`src/rtl/playout_pkg.sv`:
```
// Shared types and constants for the FIFO-to-DAC playout sequencer.
package playout_pkg;

  localparam int DEFAULT_DW = 8;
  localparam int DEFAULT_CW = 8;

  // Shortest strobe-to-strobe spacing: one READ, one LOAD and one HOLD cycle.
  localparam int MIN_PERIOD = 3;

  typedef enum logic [2:0] {
    ST_IDLE,
    ST_WAIT_FULL,
    ST_READ,
    ST_LOAD,
    ST_HOLD,
    ST_DONE
  } playout_state_t;

endpackage

```
`src/rtl/fifo_playout_ctrl_rate_timer.sv`:
```
// Loadable saturating down-counter pacing the DAC strobes.
module rate_timer #(
  parameter int CW = 8
) (
  input  logic          clk,
  input  logic          reset,
  input  logic          load,
  input  logic [CW-1:0] load_value,
  output logic [CW-1:0] value,
  output logic          zero
);

  always_ff @(posedge clk or posedge reset) begin
    if (reset) begin
      value <= '0;
    end else if (load) begin
      value <= load_value;
    end else if (value != '0) begin
      value <= value - CW'(1);
    end
  end

  assign zero = (value == '0);

endmodule

```
`src/rtl/fifo_playout_ctrl.sv`:
```
// Drains the sample FIFO into the DAC datapath, one strobe per rate period.
//   state     | meaning
//   IDLE      | waiting for start
//   WAIT_FULL | playout armed, FIFO not yet full
//   READ      | FIFO read strobe issued (or underrun detected)
//   LOAD      | FIFO data captured into dac_data
//   HOLD      | pacing until the rate timer expires
//   DONE      | one-cycle done pulse, then back to IDLE
module fifo_playout_ctrl
  import playout_pkg::*;
#(
  parameter int DW = DEFAULT_DW,
  parameter int CW = DEFAULT_CW
) (
  input  logic          clk,
  input  logic          reset,
  input  logic          start,
  input  logic          abort,
  input  logic [CW-1:0] rate_div,
  input  logic [CW-1:0] length,
  input  logic          fifo_full,
  input  logic          fifo_read_complete,
  input  logic [DW-1:0] fifo_data,
  output logic          fifo_rd_en,
  output logic [DW-1:0] dac_data,
  output logic          dac_valid,
  output logic          busy,
  output logic          done,
  output logic          underrun,
  output logic [CW-1:0] sample_cnt
);

  playout_state_t state, next_state;

  logic [CW-1:0] rate_q;
  logic [CW-1:0] len_q;

  logic          tmr_load;
  logic [CW-1:0] tmr_load_value;
  logic [CW-1:0] tmr_value;
  logic          tmr_zero;

  logic accept_start;
  logic take_sample;
  logic last_sample;
  logic set_underrun;

  // Between samples the READ and LOAD cycles are part of the period.
  function automatic logic [CW-1:0] period_load(input logic [CW-1:0] r);
    if (r >= CW'(MIN_PERIOD - 1)) return r - CW'(1);
    return '0;
  endfunction

  // After the last sample the full period is counted from the strobe.
  function automatic logic [CW-1:0] tail_load(input logic [CW-1:0] r);
    if (r >= CW'(MIN_PERIOD - 1)) return r;
    return '0;
  endfunction

  assign accept_start = (state == ST_IDLE) && start;
  assign take_sample  = (state == ST_LOAD) && !abort && (sample_cnt != len_q);
  assign last_sample  = (sample_cnt + CW'(1)) == len_q;
  // fifo_rd_en low in READ means the FIFO was already exhausted on entry.
  assign set_underrun = (state == ST_READ) && !fifo_rd_en && !abort;

  always_comb begin
    next_state = state;
    case (state)
      ST_IDLE: begin
        if (start) begin
          if (length == '0)   next_state = ST_HOLD;
          else if (fifo_full) next_state = ST_READ;
          else                next_state = ST_WAIT_FULL;
        end
      end
      ST_WAIT_FULL: begin
        if (abort)          next_state = ST_DONE;
        else if (fifo_full) next_state = ST_READ;
      end
      ST_READ: begin
        if (abort || !fifo_rd_en) next_state = ST_DONE;
        else                      next_state = ST_LOAD;
      end
      ST_LOAD: begin
        if (abort) next_state = ST_DONE;
        else       next_state = ST_HOLD;
      end
      ST_HOLD: begin
        if (abort)                  next_state = ST_DONE;
        else if (tmr_zero)          next_state = (sample_cnt == len_q) ? ST_DONE : ST_READ;
      end
      ST_DONE: next_state = ST_IDLE;
      default: next_state = ST_IDLE;
    endcase
  end

  always_comb begin
    tmr_load       = 1'b0;
    tmr_load_value = '0;
    if (accept_start && (length == '0)) begin
      tmr_load = 1'b1;
    end else if (state == ST_READ) begin
      tmr_load       = 1'b1;
      tmr_load_value = period_load(rate_q);
    end else if (take_sample && last_sample) begin
      tmr_load       = 1'b1;
      tmr_load_value = tail_load(rate_q);
    end
  end

  rate_timer #(.CW(CW)) u_rate_timer (
    .clk        (clk),
    .reset      (reset),
    .load       (tmr_load),
    .load_value (tmr_load_value),
    .value      (tmr_value),
    .zero       (tmr_zero)
  );

  always_ff @(posedge clk or posedge reset) begin
    if (reset) begin
      state      <= ST_IDLE;
      rate_q     <= '0;
      len_q      <= '0;
      fifo_rd_en <= 1'b0;
      dac_data   <= '0;
      dac_valid  <= 1'b0;
      busy       <= 1'b0;
      done       <= 1'b0;
      underrun   <= 1'b0;
      sample_cnt <= '0;
    end else begin
      state      <= next_state;
      fifo_rd_en <= (next_state == ST_READ) && !fifo_read_complete;
      dac_valid  <= take_sample;
      busy       <= (next_state != ST_IDLE);
      done       <= (next_state == ST_DONE);
      if (accept_start) begin
        rate_q     <= rate_div;
        len_q      <= length;
        sample_cnt <= '0;
        underrun   <= 1'b0;
      end else begin
        if (take_sample) begin
          dac_data   <= fifo_data;
          sample_cnt <= sample_cnt + CW'(1);
        end
        if (set_underrun) underrun <= 1'b1;
      end
    end
  end

endmodule

```
`config.mk`:
```
export PLATFORM = sky130hd
export DESIGN_NAME = fifo_playout_ctrl
export DESIGN_NICKNAME = d
export VERILOG_FILES = /design/src/rtl/playout_pkg.sv /design/src/rtl/fifo_playout_ctrl_rate_timer.sv /design/src/rtl/fifo_playout_ctrl.sv
export SDC_FILE = /design/constraint.sdc
export NUM_CORES = 1
export LEC_CHECK = 0
export ABC_CLOCK_PERIOD_IN_PS = 8500
export BUFFER_PORTS_ARGS = -buffer_cell sky130_fd_sc_hd__buf_4
export CORE_UTILIZATION = 50
export CTS_BUF_LIST = sky130_fd_sc_hd__clkbuf_16
export DETAILED_ROUTE_END_ITERATION = 16
export GPL_TIMING_DRIVEN = 0
export MAX_ROUTING_LAYER = met4
export PLACE_DENSITY = 0.73
export RECOVER_POWER = 25
export SLEW_MARGIN = 20
export SYNTH_ARGS = -nofsm -noshare
export SYNTH_HDL_FRONTEND = slang
export SYNTH_SLANG_ARGS = --single-unit
```
`constraint.sdc`:
```
create_clock -name clk -period 8.5 [get_ports clk]
set_input_delay 1.275 -clock clk [delete_from_list [all_inputs] [get_ports clk]]
set_output_delay 1.275 -clock clk [all_outputs]
set_load 0.02 [all_outputs]
```
Word level (Yosys, flattened, before mapping)
Index checks and enable logic that the tools add are counted.
{"block": "op_classes", "add_sub_neg": 3, "magnitude_cmp": 1, "eq_ne": 9, "muxes": 33, "n_bitwise": 1, "reduce_logical": 21}
{"op": "$mux W8", "count": 11}
{"op": "$mux W3", "count": 8}
{"op": "$eq A8 B8 Y1", "count": 2}
{"op": "$logic_not A8 Y1", "count": 2}
{"op": "$sub A8 B1 Y8 const B", "count": 2}
{"op": "$pmux W3 S5", "count": 1}
{"op": "$mux W1", "count": 12}
{"op": "$eq A3 B2 Y1 const B", "count": 3}
{"op": "$add A8 B1 Y8 const B", "count": 1}
{"op": "$ge A8 B2 Y1 const B", "count": 1}
{"op": "$logic_and A1 B1 Y1", "count": 8}
{"op": "$ne A8 B8 Y1", "count": 1}
{"op": "$reduce_bool A8 Y1", "count": 1}
{"op": "$eq A3 B3 Y1 const B", "count": 2}
{"op": "$reduce_bool A2 Y1", "count": 3}
{"op": "$eq A3 B1 Y1 const B", "count": 1}
{"op": "$logic_not A1 Y1", "count": 3}
{"op": "$logic_not A3 Y1", "count": 1}
{"op": "$reduce_bool A3 Y1", "count": 1}
{"op": "$mux W2", "count": 1}
{"op": "$reduce_and A2 Y1", "count": 1}
{"op": "$logic_or A1 B1 Y1", "count": 1}
{"op": "$not A1 Y1", "count": 1}
{"block": "word_totals", "regBits": 48, "in_bits": 30, "output_inout_bits": 21, "word_cells": 79}

Logic depth before layout (Yosys ltp)
Gate-level depths: netlist of the first run.
{"block": "depth", "ltp_word": 12, "ltp_mapped": 9, "depth_no_buf": 7}

Modules after synthesis
Synthesis of the first run repeated with hierarchy kept, for this count alone.
{"block": "unflattened", "cells_unflattened": 326, "area_unflattened_um2": 2770.2}
{"mod": "fifo_playout_ctrl", "n_inst": 1, "cells_each": 270, "area_each_um2": 2273.4}
{"mod": "rate_timer", "n_inst": 1, "cells_each": 56, "area_each_um2": 496.7}

Worst setup path after synthesis of the first run
Ideal clock, no wire load.
{"block": "synth_path", "kind": "flip-flop to flip-flop", "start": "reg sample_cnt[0]", "end": "reg u_rate_timer.value[1]", "setup_ps": 125, "arrival_time_ps": 2688, "t_required_ps": 8375, "slack_ps": 5688, "stages_incl_launch_ff": 9, "path_buffers": 1, "period_less_slack_ps": 2812, "path_cell_list": "dfrtp_1 -> ha_1 -> xor3_1 -> o22a_1 -> a2111o_1 -> or4b_1 -> buf_2 -> nand2_1 -> mux2_2"}
{"block": "synth_via", "elab_chain_cells": 7, "elab_cells_between_ends": 13, "classes_between": "add/sub (1); eq/ne (2); mux (7); reduce/logical (3)"}
{"element": "start, declared", "line_no": "fifo_playout_ctrl.sv:30", "rtl": "output logic [CW-1:0] sample_cnt"}
{"element": "start signal, assigned", "line_no": "fifo_playout_ctrl.sv:146", "rtl": "sample_cnt <= sample_cnt + CW'(1);"}
{"element": "$add A8 B1 Y8 or $ne A8 B8 Y1 (tied branches)", "line_no": "fifo_playout_ctrl.sv:62, fifo_playout_ctrl.sv:61"}
{"element": "$eq A8 B8 Y1 or $logic_and A1 B1 Y1 (tied branches)", "line_no": "fifo_playout_ctrl.sv:62, fifo_playout_ctrl.sv:61"}
{"element": "$logic_and A1 B1 Y1 (*)", "line_no": "fifo_playout_ctrl.sv:105", "rtl": "end else if (take_sample && last_sample) begin"}
{"element": "$mux W8 or $mux W1 (tied branches)", "line_no": "fifo_playout_ctrl.sv:105"}
{"element": "$mux W8 or $mux W1 (tied branches)", "line_no": "fifo_playout_ctrl.sv:102", "rtl": "end else if (state == ST_READ) begin"}
{"element": "$mux W8 or $mux W1 (tied branches)", "line_no": "fifo_playout_ctrl.sv:100", "rtl": "if (accept_start && (length == '0)) begin"}
{"element": "$mux W8 or $reduce_bool A2 Y1 (tied branches)"}
{"element": "end signal, assigned", "line_no": "fifo_playout_ctrl_rate_timer.sv:17", "rtl": "value <= load_value;"}
{"element": "end signal, assigned", "line_no": "fifo_playout_ctrl_rate_timer.sv:19", "rtl": "value <= value - CW'(1);"}
{"element": "end, declared", "line_no": "fifo_playout_ctrl_rate_timer.sv:9", "rtl": "output logic [CW-1:0] value,"}
Every way passes the cells marked *; elsewhere a longest branch is shown, timed or not.
A chain may end at the register's enable or synchronous reset.

Worst setup path in the final report of the first run
Same ends and word-level chain as after synthesis.

==> results of run 1 <==
## routing by layer
metal / part of all wire [%] / global-route usage (%)
met5: 0 / -
met1: 47 / 29.9
met3: 3.0 / 3.95
met4: 1.4 / 6.92
met2: 49 / 34.9
## placed cells by master, fill, tap and decap left out, types with 3 or more instances in the layout
cell type / netlist / routed
and2_1: 3 / 3
nor4_1: 4 / 4
o21ai_0: 12 / 12
nand4_1: 4 / 4
inv_1: 7 / 8
nor3b_1: 3 / 3
a21oi_2: 6 / 6
nand2_1: 42 / 42
xnor2_1: 12 / 12
buf_2: 3 / 3
mux2_2: 15 / 15
o31ai_1: 3 / 3
nand3_1: 13 / 13
dfrtp_1: 48 / 48
ha_1: 5 / 5
xor2_1: 14 / 14
a21oi_1: 10 / 10
mux2i_1: 3 / 3
nor3_1: 6 / 6
or2_2: 4 / 4
nand2b_1: 6 / 6
a211oi_1: 4 / 4
clkbuf_16: 0 / 5
clkbuf_1: 8 / 9
or4_1: 4 / 4
nor2_1: 20 / 20
buf_4: 0 / 49
or3_1: 4 / 4
## cells by family (layout without fill, tap and decap cells)
group                    count (synthesis)  count (layout)  synth area share (%)
AO/OA/AOI/OAI                           47              47                  11.1
XOR/XNOR                                27              27                  9.05
adder cells (fa/ha/maj)                  5               5                  2.25
buffers and inverters                   20              78                  3.38
flip-flops                              48              48                  43.2
multiplexers                            18              18                  7.16
AND/OR/NAND/NOR                        126             126                  23.8
## cell type report
| cell class | count | area, sq um | area share (%) |
|---|---|---|---|
| well taps | 70 | 87.6 | 2.58 |
| flip-flops and latches | 48 | 1200 | 35.5 |
| multi-input cells | 223 | 1490 | 44.1 |
| repair buffers | 51 | 379 | 11.2 |
| inverters | 7 | 26.3 | 0.775 |
| clock buffers | 5 | 125 | 3.69 |
| clock inverters | 2 | 8.76 | 0.258 |
| plain buffers | 13 | 67.6 | 1.99 |
## power groups by stage
stage | logic [mW] | registers [mW] | clock network (mW)
final | 0.453 | 0.396 | 0.182
after floorplan | 0.315 | 0.408 | 0
after CTS | 0.454 | 0.395 | 0.186
after global routing | 0.500 | 0.410 | 0.196
after global placement | 0.440 | 0.395 | 0
after detailed placement | 0.451 | 0.398 | 0
## through the flow
| stage | instances | cell area (sq um) | setup WS [ns] | utilization [%] |
|---|---|---|---|---|
| after floorplan | 291 | 2780 | 5.69 | - |
| after global placement | 411 | 3240 | 5.21 | 61.9 |
| after detailed placement | 412 | 3260 | 5.15 | 62.3 |
| after CTS | 419 | 3400 | 5.50 | 64.8 |
| after global routing | 419 | 3390 | 5.18 | 64.7 |
| final | 419 | 3390 | 5.53 | 64.7 |
## worst max path at each step
stage	start	depth (start not counted)	to	slack (ns)
after global routing	reset	3	u_rate_timer.value[2]	5.18
after detailed placement	start	6	u_rate_timer.value[7]	5.15
final	sample_cnt[0]	8	u_rate_timer.value[1]	5.53
after global placement	start	4	len_q[2]	5.21
after floorplan	sample_cnt[0]	8	u_rate_timer.value[1]	5.69
after CTS	start	6	u_rate_timer.value[7]	5.50
## worst min-delay path: stages, from the launching register on
cell	delay, ns
dfrtp_1	0.34
nand2_1	0.05
nand2_1	0.05
## registers in the layout, indices dropped and copies added, names as in the netlist
| register | cells |
|---|---|
| state | 3 |
| dac_valid | 1 |
| dac_data | 8 |
| fifo_rd_en | 1 |
| underrun | 1 |
| rate_q | 8 |
| busy | 1 |
| sample_cnt | 8 |
| len_q | 8 |
| u_rate_timer.value | 8 |
| done | 1 |
==> metrics.md, run 1 <==
| Metric | Value |
|---|---|
| Reg-to-Reg Start | sample_cnt[0] |
| Sw frac | 37.5% |
| Worst-Skew Late Latency | roughly 0.28 ns |
| Fmax | between 0.3 and 0.4 GHz |
| Via count | 2258 |
| CTS Buffer Depth | 2 |
| Synth top area cells | dfrtp_1, mux2_2, nand2_1, xor2_1, xnor2_1 |
| Clock sinks | 48 |
| Gpl congestion | 0.840 |
| Hold Vio Cnt, Final | 0 |
| Gate Count Post-Synth | 291 |
| Pins Over Slew Limit | 0 |
| Status | finished clean |
| Worst VDD drop | 0.171 mV |
| Avg Cell Area, Syn | 9.55 sq um |
| Slew @ Worst Pin | 1.31 ns |
| CP max FO | 8 |
| WP data required | 8.67 ns |
| Drt drc | 0 |
| Unrepaired setup endpoints after global routing | false |
| Initial antenna violation count | 0 |
| TritonRoute pass-1 iters | 4 |
| Post-synth EDFFs | 0 |
| Slew HR | between 10% and 20% |
| PwrDens | about 300 mW/mm^2 |
| Synth-to-Final Area Change | 21.9% |
| Setup repair bufs after CTS | 0 |
| Power Internal | 645 uW |
| Initial Util | 53.1% |
| Ys async rst share | 100% |
| Post-synthesis cell type count | 47 |
| Top post-synthesis cells by count | dfrtp_1, nand2_1, nor2_1 |
| Routed wire per std cell | between 10 and 15 microns |
| Area fraction of the dominant cell type after synthesis | between 40% and 50% |
| Largest net degree at the start of global routing | 26 |
| CP max-delay cell | dfrtp_1 |
| Total negative slack | 0 ns |
| Reg2Reg Depth | 8 |
| Count leader, synth | dfrtp_1 |
| WL final | 5.93 mm |
| Initial DRC Count | 93 |
| Seq cells post-synth | 48 |
| DIE AREA | around 0.0059 sq mm |
| Worst R2R End | u_rate_timer.value[1] |
| Final setup fails | 0 |
| Critical path class | flip-flop to flip-flop |
| Lkg Pwr | ~1.6 nW |
| Core Rows | 26 |
| Final hold slack | 0.481 ns |
| Synth Flop Type | dfrtp_1 |
| IO buf count | 50 |
| Clock Root Buffer | clkbuf_16 |
| Mapped Area | roughly 0.0028 sq mm |
| Crit path launch type | flip-flop |
| Synth Net Count | roughly 330 |
| Total chip power | a little over 1 mW |
| # hold bufs at CTS | 0 |
| Yosys warnings | 0 |
| CTS H-tree depth | 2 |
| Share of layout cells above drive strength 1 | around 26% |
| Hold path endpoint | dac_data[6] |
| Period minus WS final | 2.97 ns |
| Flop-to-flop setup slack | about 5.5 ns |
| Clk pwr share | 17.7% |
| Hold wc startpoint | dac_data[6] |
| Worst Setup End Kind | flip-flop |
| CTS buffer count | 5 |
| Boundary Pins | a little over 50 |
| Slowest stage delay, CP | a little over 0.5 ns |
| Final Cycle Share | a little over a third |
| Std-Cell Core Area | around 0.0052 sq mm |
| Vias per inst | 5.39 |
| Reg power frac | a little under two fifths |
| Vias in the first global route | 2168 |
| Cell breakdown of the critical path | ha_1, xor3_1, o22a_1, a2111o_1, or4b_1, buf_2, nand2_1, mux2_2 |
| Detail Route Antenna Nets | 0 |
| First-pass GRT wire length | 10.1 mm |
| Area leader, netlist | dfrtp_1 |
| Max-cap violation count | 0 |
| Fillcell total | 453 |
| Final nets | between 300 and 400 |
| Sequential-to-total area share from yosys stat | between 40% and 50% |
| Hold Path Cell Cnt | 2 |
| Reg clk slew, reported paths | about 0.06 ns |
| # diodes | 0 |
| Sw Pwr | approximately 390 uW |
| Critical path data arrival time | approximately 3.1 ns |
| Hpwl dp | between 4 and 5 mm |
| Final Skew | around 0.0045 ns |
| Total GRT Usage | between 20% and 30% |
| Grt total ovfl | 0 |
| Die X | approximately 77 microns |
| HP Class | flip-flop to flip-flop |
| Number of buffer and inverter stages on the critical path | 1 |
| Height of the die | 76.6 microns |
| CTS tree | built |
| Cts repair resizes | 0 |
| CP top delay family | simple AND/OR/NAND/NOR gates |
| Combinational group share of total power | a little over two fifths |
Note: power is estimated with default switching activity, not from simulation.
==> inputs of run 2 (changes only) <==
ABC_AREA = 1   (was unset)
ABC_CLOCK_PERIOD_IN_PS = 2400   (was 8500)
PLACE_DENSITY = 0.76   (was 0.73)
clock period = 2.4 ns   (was 8.5 ns; I/O delays follow)
==> run 2 against run 1 <==
Net effect:
- non-clock buffer count down 5
- final area up 1.3%
- largest cell class unchanged
- critical endpoint is now u_rate_timer.value[2]
- sequential share of layout area down 0.47 points
- synthesized cell count up 31%
- clock power rose to 4.0 times the previous value
- sequential power rose to 3.5 times the previous value
==> metrics.md, run 2 <==
| Metric | Value |
|---|---|
| HP Class | input pin to async pin |
| Seq. cell area | 0.00120 sq mm (unchanged) |
| WP data required | 2.62 ns (-6.05 ns) |
| Synth-to-Final Area Change | 21.9% (about the same) |
| Gpl congestion | 0.854 (+1.8%) |
| Stages on worst setup path | 13 (+5) |
| Cell breakdown of the critical path | ha_1, inv_1, nand2_1, nand2_1, nor2_1, nand2_1, nor2_1, nand2_2, nor2_4, nand2_4, nand2_4, nand3_1, a21oi_1 |
| Unrepaired setup endpoints after global routing | false |
| Drt drc | 0 (unchanged) |
| Total negative slack | 0 ns (unchanged) |
| Final Skew | 0.00322 ns (-0.00127 ns) |
| Critical path data arrival time | 2.23 ns (-0.91 ns) |
| Largest net degree at the start of global routing | 34 (+31%) |
| Final setup fails | 0 (unchanged) |
| Grt total ovfl | 0 (unchanged) |
| Post-synth EDFFs | 0 (unchanged) |
| CTS Buffer Depth | 2 (unchanged) |
| Routed wire per std cell | 12.5 microns (-12%) |
| CP max FO | 10 (+2) |
| Cts repair resizes | 0 (unchanged) |
| Most used cell, CP | nand2_1 |
| Slowest stage delay, CP | 0.47 ns (-0.04 ns) |
| Slew HR | 44.3% (+32 points) |
| Critical path startpoint | sample_cnt[0] |
| Initial Util | 53.4% (+0.38 points) |
| DIE AREA | 0.00594 sq mm (+1.3%) |
| Ys async rst share | 100% (unchanged) |
| Post-synthesis cell type count | 29 (-38%) |
| Avg Cell Area, Syn | 7.41 sq um (-22%) |
| Fillcell total | 455 (+0.44%) |
| IO buf count | 50 (unchanged) |
| Area fraction of the dominant cell type after synthesis | 42.6% (-0.58 points) |
| Initial DRC Count | 138 (+48%) |
| Yosys warnings | 0 (unchanged) |
| Share of layout cells above drive strength 1 | 19.1% (-6.7 points) |
| Vias per inst | 5.06 (-6.1%) |
| Via count | 2577 (+14%) |
| Reg-to-Reg Start | sample_cnt[0] |
| Final Cycle Share | 83.9% (+49 points) |
| Sequential-to-total area share from yosys stat | 42.6% (-0.58 points) |
| Worst-Skew Late Latency | 0.30 ns (+0.02 ns) |
| Worst R2R End | u_rate_timer.value[2] |
| Final nets | 473 (+23%) |
| Number of buffer and inverter stages on the critical path | 1 (unchanged) |
| Synth Flop Type | dfrtp_1 |
| Worst VDD drop | 0.642 mV (+280%) |
| Hpwl dp | 4.71 mm (+3.1%) |
| Placed Cells | 501 (+22%) |
| CTS buffer count | 5 (unchanged) |
| Lkg Pwr | 1.80 nW (+14%) |
| CTS tree | built |
| Die X | 77.1 microns (+0.65%) |
| PwrDens | 1120 mW/mm^2 (+270%) |
| Multi-input logic area | 0.00134 sq mm (-10%) |
| Mapped Area | 0.00282 sq mm (+1.4%) |
| Clock sinks | 48 (unchanged) |
| Top post-synthesis cells by count | nand2_1, inv_1, dfrtp_1 |
| Height of the die | 77.1 microns (+0.65%) |
| Post-DP Area | 0.00330 sq mm (+1.2%) |
| CP max-delay cell | dfrtp_1 |
| Post-Layout Cell Count | 509 (+21%) |
| Most frequent cells in the layout | nand2_1, inv_1, buf_4, dfrtp_1, o21ai_0 |
| Reg2Reg Depth | 13 (+5) |
| WL final | 6.37 mm (+7.4%) |
| # hold bufs at CTS | 0 (unchanged) |
| Total GRT Usage | 24.0% (+1.5 points) |
| # diodes | 0 (unchanged) |
| Most common cell after layout, fill and taps aside | nand2_1 |
| Seq cells post-synth | 48 (unchanged) |
| Detail Route Antenna Nets | 0 (unchanged) |
| CTS H-tree depth | 2 (unchanged) |
| Crit path launch type | flip-flop |
| Status | finished clean |
| Reg clk slew, reported paths | 0.07 ns (about the same) |
| Hold Vio Cnt, Final | 0 (unchanged) |
| Area leader, netlist | dfrtp_1 |
| Std-Cell Core Area | 0.00527 sq mm (+0.62%) |
| Initial antenna violation count | 0 (unchanged) |
| Core Rows | 26 (unchanged) |
| Vias in the first global route | 2443 (+13%) |
| Setup repair bufs after CTS | 0 (unchanged) |
| First-pass GRT wire length | 10.9 mm (+7.8%) |
| Flop-to-flop setup slack | 0.39 ns (-5.15 ns) |
| Boundary Pins | 51 (unchanged) |
| Gate Count Post-Synth | 380 (+31%) |
| CP top delay family | simple AND/OR/NAND/NOR gates |
| Final instance area | 0.00343 sq mm (+1.3%) |
| Max-cap violation count | 0 (unchanged) |
| Synth Net Count | 415 (+27%) |
| Pins Over Slew Limit | 0 (unchanged) |
| Period minus WS final | 2.01 ns (-0.955 ns) |
| Worst Setup End Kind | flip-flop |
| Slew @ Worst Pin | 0.835 ns (-0.476 ns) |
| Clock Root Buffer | clkbuf_16 |
| TritonRoute pass-1 iters | 4 (unchanged) |
| Synth top area cells | dfrtp_1, nand2_1, inv_1, o21ai_0, xor2_1 |
| Critical path class | flip-flop to flip-flop |
| Count leader, synth | nand2_1 |
| Fmax | 0.497 GHz (+47%) |
run 2: cell types whose count changed in the layout (fill, tap and decap cells not counted), sizes merged, moves of 5 or more:
cell    before  now
nand2b       6    0
xnor2       12    3
nor2        20   29
nand2       42  121
a21oi       16    8
nand3       13   19
mux2        15    0
o22ai        0    5
inv          8   63
nand4        5   16
o21ai       12   26
run 2: area by class of cell:
| type | instances | share of cell area [%] |
|---|---|---|
| multi-input combinational | 260 | 39.1 |
| sequential | 48 | 35.0 |
| timing repair buffer | 51 | 11.1 |
| inverter | 64 | 7.00 |
| clock buffer | 5 | 3.64 |
| tap | 70 | 2.55 |
| buffer | 8 | 0.984 |
| clock inverter | 3 | 0.692 |
run 2: per-stage QoR:
stage	hold slack, ns	utilization, %	power [mW]	setup WS [ns]
6_report	0.132	65.1	3.85	0.387
5_1_grt	0.188	65.1	4.17	0.253
4_1_cts	0.0517	65.4	3.87	0.402
3_5_place_dp	0.366	62.6	3.13	0.397
3_3_place_gp	0.465	62.2	3.07	0.239
2_1_floorplan	0.433	-	2.62	0.578
run 2: logic make-up after synthesis:
family / Yosys count / synth area share (%)
adder cells (fa/ha/maj): 5 / 2.22
AND/OR/NAND/NOR: 195 / 31.9
XOR/XNOR: 17 / 5.29
flip-flops: 48 / 42.6
AO/OA/AOI/OAI: 43 / 8.22
buffers and inverters: 72 / 9.73
run 2: worst max-delay path by stage:
stage	to	slack, ns
6_report	u_rate_timer.value[2]	0.39
5_1_grt	u_rate_timer.value[3]	0.25
4_1_cts	u_rate_timer.value[2]	0.40
3_5_place_dp	u_rate_timer.value[2]	0.40
3_3_place_gp	sample_cnt[6]	0.24
2_1_floorplan	u_rate_timer.value[1]	0.58
run 2: layer usage:
layer	up-vias	share of wire (%)	global-route usage, %
met5	-	0	-
met2	54	49	40.0
met1	1199	45	30.0
li1	1318	-	-
met4	0	1.3	6.79
met3	6	4.3	3.93
run 2: where the power goes:
group          switching (mW)  leakage [nW]  internal [mW]
combinational            1.04          1.12          0.682
sequential              0.264         0.613           1.14
clock                   0.331        0.0660          0.388
